--- src/rtl/scalar_pkg.sv ---
// Shared types for the scalar forwarding/hazard controller: operand-forward selects,
// the stall FSM state and the hardwired-zero register index.
package scalar_pkg;

    typedef enum logic [1:0] {
        FWD_NONE = 2'd0,
        FWD_MEM  = 2'd1,
        FWD_WB   = 2'd2
    } fwd_sel_t;

    typedef enum logic {
        ST_RUN   = 1'b0,
        ST_STALL = 1'b1
    } fsm_state_t;

    localparam int unsigned REG_ZERO = 0;

endpackage

--- src/rtl/scalar_fwd_ctrl_if.sv ---
// ID-stage request, EX/MEM/WB result data and forward/stall responses of the scalar
// forwarding controller. The pipeline drives through master; the controller is the slave.
interface scalar_fwd_ctrl_if #(
    parameter int unsigned N     = 24,
    parameter int unsigned REG_W = 4
);
    logic             id_valid;
    logic [REG_W-1:0] id_rs1;
    logic [REG_W-1:0] id_rs2;
    logic [REG_W-1:0] id_rs3;
    logic [REG_W-1:0] id_rd;
    logic             id_we;
    logic             id_is_load;
    logic             flush;
    logic [N-1:0]     mem_result;
    logic [N-1:0]     wb_result;
    logic             stall;
    logic             bubble;
    logic             Fa;
    logic             Fb;
    logic             Fc;
    logic [N-1:0]     Forward1;
    logic [N-1:0]     Forward2;
    logic [N-1:0]     Forward3;

    modport master (
        output id_valid, id_rs1, id_rs2, id_rs3, id_rd, id_we, id_is_load, flush,
        output mem_result, wb_result,
        input  stall, bubble, Fa, Fb, Fc, Forward1, Forward2, Forward3
    );

    modport slave (
        input  id_valid, id_rs1, id_rs2, id_rs3, id_rd, id_we, id_is_load, flush,
        input  mem_result, wb_result,
        output stall, bubble, Fa, Fb, Fc, Forward1, Forward2, Forward3
    );

endinterface

--- src/rtl/scalar_fwd_ctrl_fwd_match.sv ---
// Matches one ID source index against the EX and MEM destination shadows; returns the
// youngest-producer forward select and whether the EX producer is a load.
module fwd_match
    import scalar_pkg::*;
#(
    parameter int unsigned REG_W = 4
) (
    input  logic             valid,
    input  logic [REG_W-1:0] rs,
    input  logic [REG_W-1:0] ex_rd,
    input  logic             ex_we,
    input  logic             ex_ld,
    input  logic [REG_W-1:0] mem_rd,
    input  logic             mem_we,
    output fwd_sel_t         sel,
    output logic             load_hit
);

    logic rs_live;
    logic ex_hit;
    logic mem_hit;

    // r0 reads as zero, so it never needs a forward or a load-use stall.
    assign rs_live = valid && (rs != REG_W'(REG_ZERO));
    assign ex_hit  = rs_live && ex_we && (rs == ex_rd);
    assign mem_hit = rs_live && mem_we && (rs == mem_rd);

    always_comb begin
        sel = FWD_NONE;
        if (ex_hit) begin
            sel = FWD_MEM;
        end else if (mem_hit) begin
            sel = FWD_WB;
        end
    end

    assign load_hit = ex_hit && ex_ld;

endmodule

--- src/rtl/scalar_fwd_ctrl.sv ---
// Scalar pipeline forwarding and load-use hazard controller.
// Define SCALAR_FWD_STATS_EN to add saturating fwd_cnt/stall_cnt outputs.
module scalar_fwd_ctrl
    import scalar_pkg::*;
#(
    parameter int unsigned N     = 24,
    parameter int unsigned REG_W = 4
) (
    input  logic        clk,
    input  logic        rst,
`ifdef SCALAR_FWD_STATS_EN
    output logic [15:0] fwd_cnt,
    output logic [15:0] stall_cnt,
`endif
    scalar_fwd_ctrl_if.slave bus
);

    logic [REG_W-1:0] ex_rd_q;
    logic             ex_we_q;
    logic             ex_ld_q;
    logic [REG_W-1:0] mem_rd_q;
    logic             mem_we_q;

    logic [REG_W-1:0] rs [3];
    fwd_sel_t         sel_d [3];
    fwd_sel_t         sel_q [3];
    logic [2:0]       load_hit;
    logic [N-1:0]     fwd_data [3];

    fsm_state_t state_q;
    fsm_state_t state_d;
    logic       hazard;
    logic       stall;
    logic       bubble;

    assign rs[0] = bus.id_rs1;
    assign rs[1] = bus.id_rs2;
    assign rs[2] = bus.id_rs3;

    for (genvar k = 0; k < 3; k++) begin : g_match
        fwd_match #(
            .REG_W (REG_W)
        ) u_match (
            .valid    (bus.id_valid),
            .rs       (rs[k]),
            .ex_rd    (ex_rd_q),
            .ex_we    (ex_we_q),
            .ex_ld    (ex_ld_q),
            .mem_rd   (mem_rd_q),
            .mem_we   (mem_we_q),
            .sel      (sel_d[k]),
            .load_hit (load_hit[k])
        );
    end

    assign hazard = |load_hit;

    always_comb begin
        state_d = state_q;
        stall   = 1'b0;
        bubble  = 1'b0;
        unique case (state_q)
            ST_RUN: begin
                if (bus.flush) begin
                    bubble = 1'b1;
                end else if (hazard) begin
                    stall   = 1'b1;
                    bubble  = 1'b1;
                    state_d = ST_STALL;
                end
            end
            ST_STALL: begin
                // EX holds the bubble now, so the held ID instruction cannot hazard again.
                bubble  = bus.flush;
                state_d = ST_RUN;
            end
            default: state_d = ST_RUN;
        endcase
    end

    always_ff @(posedge clk) begin
        if (rst) begin
            state_q  <= ST_RUN;
            ex_rd_q  <= '0;
            ex_we_q  <= 1'b0;
            ex_ld_q  <= 1'b0;
            mem_rd_q <= '0;
            mem_we_q <= 1'b0;
            for (int k = 0; k < 3; k++) begin
                sel_q[k] <= FWD_NONE;
            end
        end else begin
            state_q  <= state_d;
            ex_rd_q  <= bus.id_rd;
            ex_we_q  <= bus.id_valid && bus.id_we && !bubble;
            ex_ld_q  <= bus.id_valid && bus.id_is_load && !bubble;
            mem_rd_q <= ex_rd_q;
            mem_we_q <= ex_we_q;
            // Selects are re-evaluated every ID cycle, so a held instruction never keeps stale ones.
            for (int k = 0; k < 3; k++) begin
                sel_q[k] <= bubble ? FWD_NONE : sel_d[k];
            end
        end
    end

    always_comb begin
        for (int k = 0; k < 3; k++) begin
            fwd_data[k] = '0;
            if (sel_q[k] == FWD_MEM) begin
                fwd_data[k] = bus.mem_result;
            end else if (sel_q[k] == FWD_WB) begin
                fwd_data[k] = bus.wb_result;
            end
        end
    end

    assign bus.stall    = stall;
    assign bus.bubble   = bubble;
    assign bus.Fa       = (sel_q[0] != FWD_NONE);
    assign bus.Fb       = (sel_q[1] != FWD_NONE);
    assign bus.Fc       = (sel_q[2] != FWD_NONE);
    assign bus.Forward1 = fwd_data[0];
    assign bus.Forward2 = fwd_data[1];
    assign bus.Forward3 = fwd_data[2];

`ifdef SCALAR_FWD_STATS_EN
    logic [15:0] fwd_cnt_q;
    logic [15:0] stall_cnt_q;
    logic        any_fwd;

    assign any_fwd = bus.Fa || bus.Fb || bus.Fc;

    always_ff @(posedge clk) begin
        if (rst) begin
            fwd_cnt_q   <= '0;
            stall_cnt_q <= '0;
        end else begin
            if (any_fwd && (fwd_cnt_q != 16'hFFFF)) begin
                fwd_cnt_q <= fwd_cnt_q + 16'd1;
            end
            if (stall && (stall_cnt_q != 16'hFFFF)) begin
                stall_cnt_q <= stall_cnt_q + 16'd1;
            end
        end
    end

    assign fwd_cnt   = fwd_cnt_q;
    assign stall_cnt = stall_cnt_q;
`endif

endmodule

--- src/flat_wrapper.sv ---
// flat-port wrapper written by rule: the top's interface ports become plain ports
module scalar_fwd_ctrl_flat import scalar_pkg::*;
#(
    parameter int unsigned N     = 24,
    parameter int unsigned REG_W = 4
)
  (clk, rst, bus_id_valid, bus_id_rs1, bus_id_rs2, bus_id_rs3, bus_id_rd, bus_id_we, bus_id_is_load, bus_flush, bus_mem_result, bus_wb_result, bus_stall, bus_bubble, bus_Fa, bus_Fb, bus_Fc, bus_Forward1, bus_Forward2, bus_Forward3);
  scalar_fwd_ctrl_if #(.N(N), .REG_W(REG_W)) bus_i ();
  input  logic clk;
  input  logic rst;
  input wire logic [$bits(bus_i.id_valid)-1:0] bus_id_valid;
  input wire logic [$bits(bus_i.id_rs1)-1:0] bus_id_rs1;
  input wire logic [$bits(bus_i.id_rs2)-1:0] bus_id_rs2;
  input wire logic [$bits(bus_i.id_rs3)-1:0] bus_id_rs3;
  input wire logic [$bits(bus_i.id_rd)-1:0] bus_id_rd;
  input wire logic [$bits(bus_i.id_we)-1:0] bus_id_we;
  input wire logic [$bits(bus_i.id_is_load)-1:0] bus_id_is_load;
  input wire logic [$bits(bus_i.flush)-1:0] bus_flush;
  input wire logic [$bits(bus_i.mem_result)-1:0] bus_mem_result;
  input wire logic [$bits(bus_i.wb_result)-1:0] bus_wb_result;
  output wire logic [$bits(bus_i.stall)-1:0] bus_stall;
  output wire logic [$bits(bus_i.bubble)-1:0] bus_bubble;
  output wire logic [$bits(bus_i.Fa)-1:0] bus_Fa;
  output wire logic [$bits(bus_i.Fb)-1:0] bus_Fb;
  output wire logic [$bits(bus_i.Fc)-1:0] bus_Fc;
  output wire logic [$bits(bus_i.Forward1)-1:0] bus_Forward1;
  output wire logic [$bits(bus_i.Forward2)-1:0] bus_Forward2;
  output wire logic [$bits(bus_i.Forward3)-1:0] bus_Forward3;
  assign bus_i.id_valid = bus_id_valid;
  assign bus_i.id_rs1 = bus_id_rs1;
  assign bus_i.id_rs2 = bus_id_rs2;
  assign bus_i.id_rs3 = bus_id_rs3;
  assign bus_i.id_rd = bus_id_rd;
  assign bus_i.id_we = bus_id_we;
  assign bus_i.id_is_load = bus_id_is_load;
  assign bus_i.flush = bus_flush;
  assign bus_i.mem_result = bus_mem_result;
  assign bus_i.wb_result = bus_wb_result;
  assign bus_stall = bus_i.stall;
  assign bus_bubble = bus_i.bubble;
  assign bus_Fa = bus_i.Fa;
  assign bus_Fb = bus_i.Fb;
  assign bus_Fc = bus_i.Fc;
  assign bus_Forward1 = bus_i.Forward1;
  assign bus_Forward2 = bus_i.Forward2;
  assign bus_Forward3 = bus_i.Forward3;
  scalar_fwd_ctrl #(.N(N), .REG_W(REG_W)) u_core (.clk(clk), .rst(rst), .bus(bus_i));
endmodule
--- config.mk ---
export PLATFORM = sky130hd
export DESIGN_NAME = scalar_fwd_ctrl_flat
export DESIGN_NICKNAME = d
export VERILOG_FILES = /design/src/rtl/scalar_pkg.sv /design/src/rtl/scalar_fwd_ctrl_if.sv /design/src/rtl/scalar_fwd_ctrl_fwd_match.sv /design/src/rtl/scalar_fwd_ctrl.sv /design/src/flat_wrapper.sv
export SDC_FILE = /design/constraint.sdc
export NUM_CORES = 1
export LEC_CHECK = 0
export CELL_PAD_IN_SITES_DETAIL_PLACEMENT = 2
export CELL_PAD_IN_SITES_GLOBAL_PLACEMENT = 2
export CORE_UTILIZATION = 17
export DETAILED_ROUTE_END_ITERATION = 6
export GPL_ROUTABILITY_DRIVEN = 0
export PLACE_DENSITY_LB_ADDON = 0.1
export SETUP_SLACK_MARGIN = 0.02
export SLEW_MARGIN = 5
export SYNTH_ARGS = -nofsm -noshare
export SYNTH_HDL_FRONTEND = slang
export SYNTH_SLANG_ARGS = --single-unit
export TNS_END_PERCENT = 30
--- constraint.sdc ---
create_clock -name clk -period 2.97 [get_ports clk]
set_input_delay 0.4455 -clock clk [delete_from_list [all_inputs] [get_ports clk]]
set_output_delay 0.4455 -clock clk [all_outputs]
set_load 0.01 [all_outputs]
==> Implementation_results.wiki, run 1 <==
{| class="wikitable"
! Metric !! Value
|-
| Run status || finished clean
|-
| Post-route cell area || 3420 sq um
|-
| Number of non-filler instances in the completed layout || 466
|-
| Kind of end point of the critical path || output pin
|-
| Sequential element share of the synthesized area || 0.218
|-
| Most numerous cell types in the synthesized netlist || sky130_fd_sc_hd__a22o_1 (72), sky130_fd_sc_hd__clkbuf_1 (18), sky130_fd_sc_hd__dfxtp_1 (18)
|-
| Die Outline Area || 10100 sq um
|-
| Average instance area after synthesis || 8.75 sq um
|-
| Number of cells in the design after placement || 462
|-
| Crit path top cell by count || sky130_fd_sc_hd__clkdlybuf4s50_1
|-
| Total Power Consumption || 0.000630 W
|-
| Clock net sink count || 18
|-
| Combinational family with the most area after synthesis || compound AO/OA/AOI/OAI gates
|-
| Synth-to-Final Area Change || 107%
|-
| EDFF count, synth || 0
|-
| Final Max Slew Viols || 0
|-
| Reg-to-reg critical path endpoint || u_core.sel_q[0][5]
|-
| Xor/xnor cell area share of the yosys netlist || 0.106
|-
| Standard-cell rows || 35
|-
| Required time reported for the critical path endpoint || 2520 ps
|-
| Syn Nets || 259
|-
| Boundary pin count || 147
|-
| Pre-antenna DRT Iters || 4
|-
| Gates resized, CTS repair || 0
|-
| Top-area cell type share of the netlist area || 0.381
|-
| Starting utilization of the core area || 0.177
|-
| Slowest stage cell on the critical path || sky130_fd_sc_hd__clkdlybuf4s50_1
|-
| Maxcap violations || 0
|-
| Total number of vias || 2135
|-
| Net count, final || 408
|-
| Cell family contributing the most delay on the critical path || buffers and inverters
|-
| Cell Pwr Density || 184 nW/um^2
|-
| Core area || 9330 sq um
|-
| Cell variety after synth || 26
|-
| Data arrival time of the worst path || 2440 ps
|-
| Setup repair after global routing missed its margin || yes
|-
| Cts hold-fix bufs || 0
|-
| Leading cell types by total area after synthesis || sky130_fd_sc_hd__a22o_1 (38%), sky130_fd_sc_hd__dfxtp_1 (22%), sky130_fd_sc_hd__xor2_1 (6.4%), sky130_fd_sc_hd__nor2b_1 (5.7%), sky130_fd_sc_hd__xnor2_1 (4.2%)
|-
| Tcrit/Tclk final || 0.970
|-
| Post-synthesis compound-gate area fraction || 0.430
|-
| Worst-case headroom to the max-slew limit || 0.669
|-
| Layout Utilization || 0.367
|-
| Total DRC errors in the routed layout || 0
|-
| Register-to-Register Path Depth || 6
|-
| Synth Register Bits || 18
|-
| Pin count of the biggest net entering global routing || 25
|-
| Critical path's largest stage delay || 550 ps
|-
| Share of synthesized area spent on multiplexers || 0
|-
| Residual antenna-violating net count after detailed routing || 0
|-
| Final setup violation count || 0
|-
| Clock edge transition at the registers on the reported setup and hold paths || 70 ps
|-
| Setup repair bufs after CTS || 0
|-
| Via/cell ratio || 4.58
|-
| Final routed wire length divided by cell count || 17.7 um
|-
| Worst reg2reg startpoint || u_core.ex_rd_q[3]
|-
| Clk_lat worst skew || 260 ps
|-
| Overall track demand over capacity in global routing || 0.159
|-
| Least-Margin Pin Slew || 494 ps
|-
| Yosys warning count || 0
|-
| Die outline height || 101 um
|-
| Worst min-delay path category || reg2reg
|-
| Area after detailed placement || 3360 sq um
|-
| Number of endpoints with negative hold slack in the final report || 0
|-
| Area share of and/or/nand/nor cells after synthesis || 0.206
|-
| Ratio of cells with drive above 1 in the final layout || 0.119
|-
| Maximum VDD drop || 137 uV
|-
| H-tree depth || 1
|-
| Number of buffer and inverter instances along the worst setup path || 2
|-
| Antenna violations before repair || 0
|-
| Library cell with the largest summed area after synthesis || sky130_fd_sc_hd__a22o_1
|-
| Leading cell type by number of instances after synthesis || sky130_fd_sc_hd__a22o_1
|-
| Clk_skew || 2.48 ps
|-
| Max FO, Critical Path || 3
|-
| Setup slack on the worst flop-to-flop path || 1430 ps
|-
| Mapped Area || 1650 sq um
|-
| Detailed placement HPWL || 6.64 mm
|-
| Synthesized instance count || 189
|-
| Fraction of registers with async set or reset after synthesis || 0
|-
| Type of origin of the critical path || primary input
|-
| Clock period minus worst slack || 2880 ps
|-
| Clock tree root driver cell || sky130_fd_sc_hd__clkbuf_8
|-
| Hold Path Sink || u_core.sel_q[0][3]
|-
| Post-synthesis adder-cell area fraction || 0
|-
| # port buffers || 146
|-
| Num CTS Buffers || 3
|-
| Sum of overflow across all layers after global routing || 0
|-
| Via count of the first global-routing pass || 2234
|-
| Cell depth of the worst min-delay path || 2
|-
| Clk buf depth || 2
|-
| Achievable Freq || 347 MHz
|-
| CP Launch Point || bus_id_rs2[3]
|-
| Most frequently used flop master after synthesis || sky130_fd_sc_hd__dfxtp_1
|-
| Reported leakage power || 1.23 nW
|-
| Setup TNS after final layout || 0 ps
|-
| DRT iter0 DRCs || 42
|-
| CP cell instances || clkdlybuf4s50_1 -> o41ai_2 -> nor4_2 -> nand3_2 -> a31oi_4 -> and2b_1 -> clkdlybuf4s50_1
|-
| Clock tree from TritonCTS || done
|-
| Final WL || 8.25 mm
|-
| Die outline width || 101 um
|-
| Min-delay src || u_core.mem_we_q
|-
| Worst setup path class || in2out
|-
| First-pass GRT wire length || 12.5 mm
|-
| Antenna Diode Count || 0
|}
[final cells by class]
class	instances	area [sq um]
fillers	1063	5910
flip-flops and latches	18	360
clock buffers	4	55.1
multi-input cells	153	1250
well taps	129	161
repair buffers	162	1590
[power by group]
group | total [W] | switching, W | leakage [nW] | internal (W)
combinational | 0.000175 | 0.0000663 | 1.06 | 0.000109
sequential | 0.000257 | 0.00000916 | 0.147 | 0.000248
clock | 0.000198 | 0.0000802 | 0.0288 | 0.000118
[placed cells by master, fill, tap and decap left out, drive strengths merged, types with 2 or more instances in the layout]
| cell type | n |
|---|---|
| nor4b | 2 |
| clkdlybuf4s50 | 146 |
| xnor2 | 8 |
| buf | 16 |
| a22o | 72 |
| nor2 | 6 |
| dfxtp | 18 |
| nor4 | 4 |
| nor3 | 6 |
| a21oi | 5 |
| nor2b | 15 |
| or2 | 4 |
| and2 | 3 |
| nand3 | 3 |
| nand4 | 3 |
| nand2 | 2 |
| xor2 | 12 |
| o21ai | 2 |
| clkbuf | 4 |
[per-layer routing]
metal / up-vias / share of wire / track usage
li1: 1035 / - / -
met1: 1013 / 0.43 / 0.196
met2: 80 / 0.52 / 0.299
met3: 7 / 0.042 / 0.0139
met4: 0 / 0.011 / 0.0357
met5: - / 0 / 0
[sequential cells by signal, indices dropped and copies added (netlist names)]
register,cells
u_core.ex_ld_q,1
u_core.ex_rd_q,4
u_core.ex_we_q,1
u_core.mem_rd_q,4
u_core.mem_we_q,1
u_core.sel_q,6
u_core.state_q,1
[cells by family (layout without fill, tap and decap cells)]
group,after synthesis,count (layout)
flops,18,18
buf+inv,18,166
compound gates,81,81
simple gates,52,52
xor+xnor,20,20
[worst reg2reg max path, delay by kind of cell (launching register included)]
kind                      cells  cell delay [ps]
AOI/OAI and AO/OA             1              170
xor gates and xnor gates      1              200
buffers and inverters         1              170
DFF                           1              370
and+or+nand+nor               3              540
[through the flow]
| step | worst slack (ps) | hold slack, ps |
|---|---|---|
| global placement | 88.3 | 471 |
| CTS | 39.4 | 484 |
| finish | 89.4 | 485 |
| floorplan | 1130 | 431 |
| detailed placement | 59.4 | 472 |
| global route | -23.5 | 518 |
[worst max-delay path by stage]
stage	depth (start not counted)	to	slack, ps
floorplan	5	bus_bubble	1130
global placement	7	bus_stall	90
detailed placement	7	bus_stall	60
CTS	7	bus_stall	40
global route	7	bus_stall	-20
finish	7	bus_stall	90
Note: power is estimated with default switching activity, not from simulation.
==> run 2, diff against run 1 <==
--- a/config.mk
+++ b/config.mk
@@ -5,9 +5,11 @@
 export SDC_FILE = /design/constraint.sdc
 export NUM_CORES = 1
 export LEC_CHECK = 0
+export ABC_AREA = 1
+export CAP_MARGIN = 10
 export CELL_PAD_IN_SITES_DETAIL_PLACEMENT = 2
 export CELL_PAD_IN_SITES_GLOBAL_PLACEMENT = 2
-export CORE_UTILIZATION = 17
+export CORE_UTILIZATION = 15
 export DETAILED_ROUTE_END_ITERATION = 6
 export GPL_ROUTABILITY_DRIVEN = 0
 export PLACE_DENSITY_LB_ADDON = 0.1
==> constraint.sdc (replaced) <==
create_clock -name clk -period 3.55 [get_ports clk]
set_input_delay 0.5325 -clock clk [delete_from_list [all_inputs] [get_ports clk]]
set_output_delay 0.5325 -clock clk [all_outputs]
set_load 0.01 [all_outputs]
==> run 2 against run 1 <==
  * Sequential share of layout area shrank 0.088 points
  * Sequential power shrank 17%
  * Combinational power shrank 5%
  * Via count grew 20%
  * Core utilization shrank 6.3 points
  * Hold slack gained 30 ps
  * Clock skew grew 0.78 ps
  * Critical path type unchanged
  * Critical endpoint unchanged
  * Highest routed layer unchanged
==> Implementation_results.wiki, run 2 <==
{| class="wikitable"
! Metric !! Value
|-
| Run status || finished clean
|-
| Reg-to-reg critical path endpoint || u_core.sel_q[0][4]
|-
| Clock edge transition at the registers on the reported setup and hold paths || 50 ps
|-
| Reported leakage power || 1.46 nW
|-
| Min-delay src || u_core.ex_rd_q[1]
|-
| Clock tree from TritonCTS || done
|-
| Via count of the first global-routing pass || 2616
|-
| Total number of vias || 2566
|-
| Average instance area after synthesis || 5.82 sq um
|-
| Final WS setup || 637 ps
|-
| Via/cell ratio || 4.39
|-
| Antenna Diode Count || 0
|-
| Leading cell types in the layout, fill and taps excluded || sky130_fd_sc_hd__clkdlybuf4s50_1 (146), sky130_fd_sc_hd__inv_1 (73), sky130_fd_sc_hd__o22ai_1 (72), sky130_fd_sc_hd__nand2_1 (53), sky130_fd_sc_hd__nor2_1 (26)
|-
| Gates resized, CTS repair || 0
|-
| Leading cell type by number of instances after synthesis || sky130_fd_sc_hd__inv_1
|-
| Synth Register Bits || 18
|-
| Clk_lat worst skew || 250 ps
|-
| Standard-cell rows || 39
|-
| H-tree depth || 1
|-
| Most numerous cell types in the synthesized netlist || sky130_fd_sc_hd__inv_1 (73), sky130_fd_sc_hd__o22ai_1 (72), sky130_fd_sc_hd__nand2_1 (53)
|-
| First-pass GRT wire length || 14.4 mm
|-
| Core area || 11400 sq um
|-
| Syn Nets || 370
|-
| Layer with the highest usage || met2
|-
| Clk_skew || 3.26 ps
|-
| Least-Margin Pin Slew || 1020 ps
|-
| DRT iter0 DRCs || 34
|-
| Pin count of the biggest net entering global routing || 25
|-
| Synth-to-Final Area Change || 97.6%
|-
| Cell depth of the worst min-delay path || 2
|-
| Clock net sink count || 18
|-
| Setup Slack @ Placement || 588 ps
|-
| Clock network power share || 0.370
|-
| Library cell with the largest summed area after synthesis || sky130_fd_sc_hd__o22ai_1
|-
| Worst min-delay path category || reg2reg
|-
| Setup repair bufs after CTS || 0
|-
| Maxcap violations || 0
|-
| Starting utilization of the core area || 0.154
|-
| Min Hold Slack || 515 ps
|-
| Cell variety after synth || 25
|-
| Fraction of met3 tracks used by global routing || 0.0213
|-
| Setup TNS after final layout || 0 ps
|-
| Register-to-Register Path Depth || 9
|-
| Top-area cell type share of the netlist area || 0.258
|-
| EDFF count, synth || 0
|-
| CP Launch Point || bus_id_rs3[1]
|-
| Power Internal || 0.000449 W
|-
| Residual antenna-violating net count after detailed routing || 0
|-
| Biggest register || u_core.sel_q
|-
| Mapped Area || 1750 sq um
|-
| Worst setup path class || in2out
|-
| Cts hold-fix bufs || 0
|-
| Net count, final || 513
|-
| Portion of total power attributed to sequential cells || 0.354
|-
| Clk buf depth || 2
|-
| Final Max Slew Viols || 0
|-
| Worst reg2reg startpoint || u_core.ex_rd_q[0]
|-
| Clock period minus worst slack || 2910 ps
|-
| Final setup violation count || 0
|-
| Final routed wire length divided by cell count || 16.4 um
|-
| Type of origin of the critical path || primary input
|-
| Switching power summed over all nets || 0.000155 W
|-
| Sum of overflow across all layers after global routing || 0
|-
| Num CTS Buffers || 3
|-
| Antenna violations before repair || 0
|-
| Sw Share || 0.257
|-
| Sequential element share of the synthesized area || 0.206
|-
| Overall track demand over capacity in global routing || 0.153
|-
| Fraction of registers with async set or reset after synthesis || 0
|-
| Clock tree root driver cell || sky130_fd_sc_hd__clkbuf_16
|-
| GR Layer Usage met1 || 0.193
|-
| Data arrival time of the worst path || 2380 ps
|-
| Ratio of cells with drive above 1 in the final layout || 0.0680
|-
| Maximum VDD drop || 118 uV
|-
| Worst-case headroom to the max-slew limit || 0.319
|-
| Detailed placement HPWL || 7.78 mm
|-
| Die outline height || 110 um
|-
| Setup slack on the worst flop-to-flop path || 2110 ps
|-
| Met2 usage || 0.279
|-
| Hold Path Sink || u_core.mem_rd_q[1]
|-
| Tcrit/Tclk final || 0.821
|-
| Number of flip-flops under the largest register name || 6
|-
| Leading cell types by total area after synthesis || sky130_fd_sc_hd__o22ai_1 (26%), sky130_fd_sc_hd__dfxtp_1 (21%), sky130_fd_sc_hd__inv_1 (16%), sky130_fd_sc_hd__nand2_1 (11%), sky130_fd_sc_hd__nor2_1 (5.6%)
|-
| Yosys warning count || 0
|-
| Most frequently used flop master after synthesis || sky130_fd_sc_hd__dfxtp_1
|-
| Pre-antenna DRT Iters || 4
|-
| Max FO, Critical Path || 4
|-
| Kind of end point of the critical path || output pin
|-
| Total DRC errors in the routed layout || 0
|-
| Largest registers || u_core.sel_q (6), u_core.ex_rd_q (4), u_core.mem_rd_q (4)
|-
| Die Outline Area || 12100 sq um
|-
| Commonest non-fill, non-tap cell in the layout || sky130_fd_sc_hd__clkdlybuf4s50_1
|-
| Layout Utilization || 0.303
|-
| Synthesized instance count || 300
|-
| Required time reported for the critical path endpoint || 3020 ps
|-
| Final WL || 9.61 mm
|-
| Number of endpoints with negative hold slack in the final report || 0
|-
| Die outline width || 110 um
|-
| Cell Pwr Density || 175 nW/um^2
|-
| Boundary pin count || 147
|-
| Achievable Freq || 343 MHz
|-
| Combinational group share of total power || 0.276
|-
| Setup repair after global routing missed its margin || no
|-
| # port buffers || 146
|}
[run 2: cell count changes after synthesis, sizes merged, moves of 5 or more]
cell and delta:
nor3 -5, nor2 +28, clkbuf -5, xor2 -9
a22o -72, o22ai +72, inv +78, nand3 +5
nand2 +55, nor2b -15
[run 2: critical path, cell delays in order]
cell                              delay, ps
sky130_fd_sc_hd__clkdlybuf4s50_1        530
sky130_fd_sc_hd__inv_1                   80
sky130_fd_sc_hd__nand2_1                 60
sky130_fd_sc_hd__nand2_1                 50
sky130_fd_sc_hd__nor2_1                 180
sky130_fd_sc_hd__nand3_2                130
sky130_fd_sc_hd__nand3_2                110
sky130_fd_sc_hd__nand2_4                 70
sky130_fd_sc_hd__nor2_1                  80
sky130_fd_sc_hd__clkdlybuf4s50_1        540
[run 2: worst max path at each step]
stage	end	slack [ps]	cells past startpoint
final	bus_stall	640	10
after global routing	bus_stall	510	10
after CTS	bus_stall	580	10
after detailed placement	bus_stall	590	10
after global placement	bus_stall	630	10
after floorplan	bus_stall	1820	8
[run 2: final cells by class]
class	instances	area, sq um
Clock buffer	3	75.1
Fill cell	1392	7920
Inverter	79	297
Multi-Input combinational cell	190	1040
Sequential cell	18	360
Tap cell	143	179
Timing Repair Buffer	151	1500
[run 2: metal layers]
metal / routed length (um) / share of wire / vias to the layer above
met3: 691 / 0.072 / 2
met5: 0 / 0 / -
met1: 4180 / 0.44 / 1215
li1: - / - / 1260
met2: 4710 / 0.49 / 89
met4: 28 / 0.0029 / 0
[run 2: metrics by stage]
stage / cell area, sq um / cells / total power, W
floorplan: 1750 / 300 / 0.000281
global placement: 3370 / 581 / 0.000382
detailed placement: 3370 / 581 / 0.000388
CTS: 3450 / 584 / 0.000614
global route: 3450 / 584 / 0.000639
finish: 3450 / 584 / 0.000604
[run 2: logic make-up (layout without fill, tap and decap cells)]
logic type	Yosys count	in the layout	share of synthesized area
xor+xnor	7	7	0.0351
buf+inv	92	233	0.198
flops	18	18	0.206
simple gates	105	105	0.283
compound gates	78	78	0.277
[run 2: power groups by stage]
stage / logic (W) / registers (W) / clock network [W]
2_1_floorplan: 0.0000653 / 0.000216 / 0
3_3_place_gp: 0.000164 / 0.000218 / 0
3_5_place_dp: 0.000170 / 0.000218 / 0
4_1_cts: 0.000170 / 0.000214 / 0.000230
5_1_grt: 0.000185 / 0.000215 / 0.000240
6_report: 0.000167 / 0.000214 / 0.000224
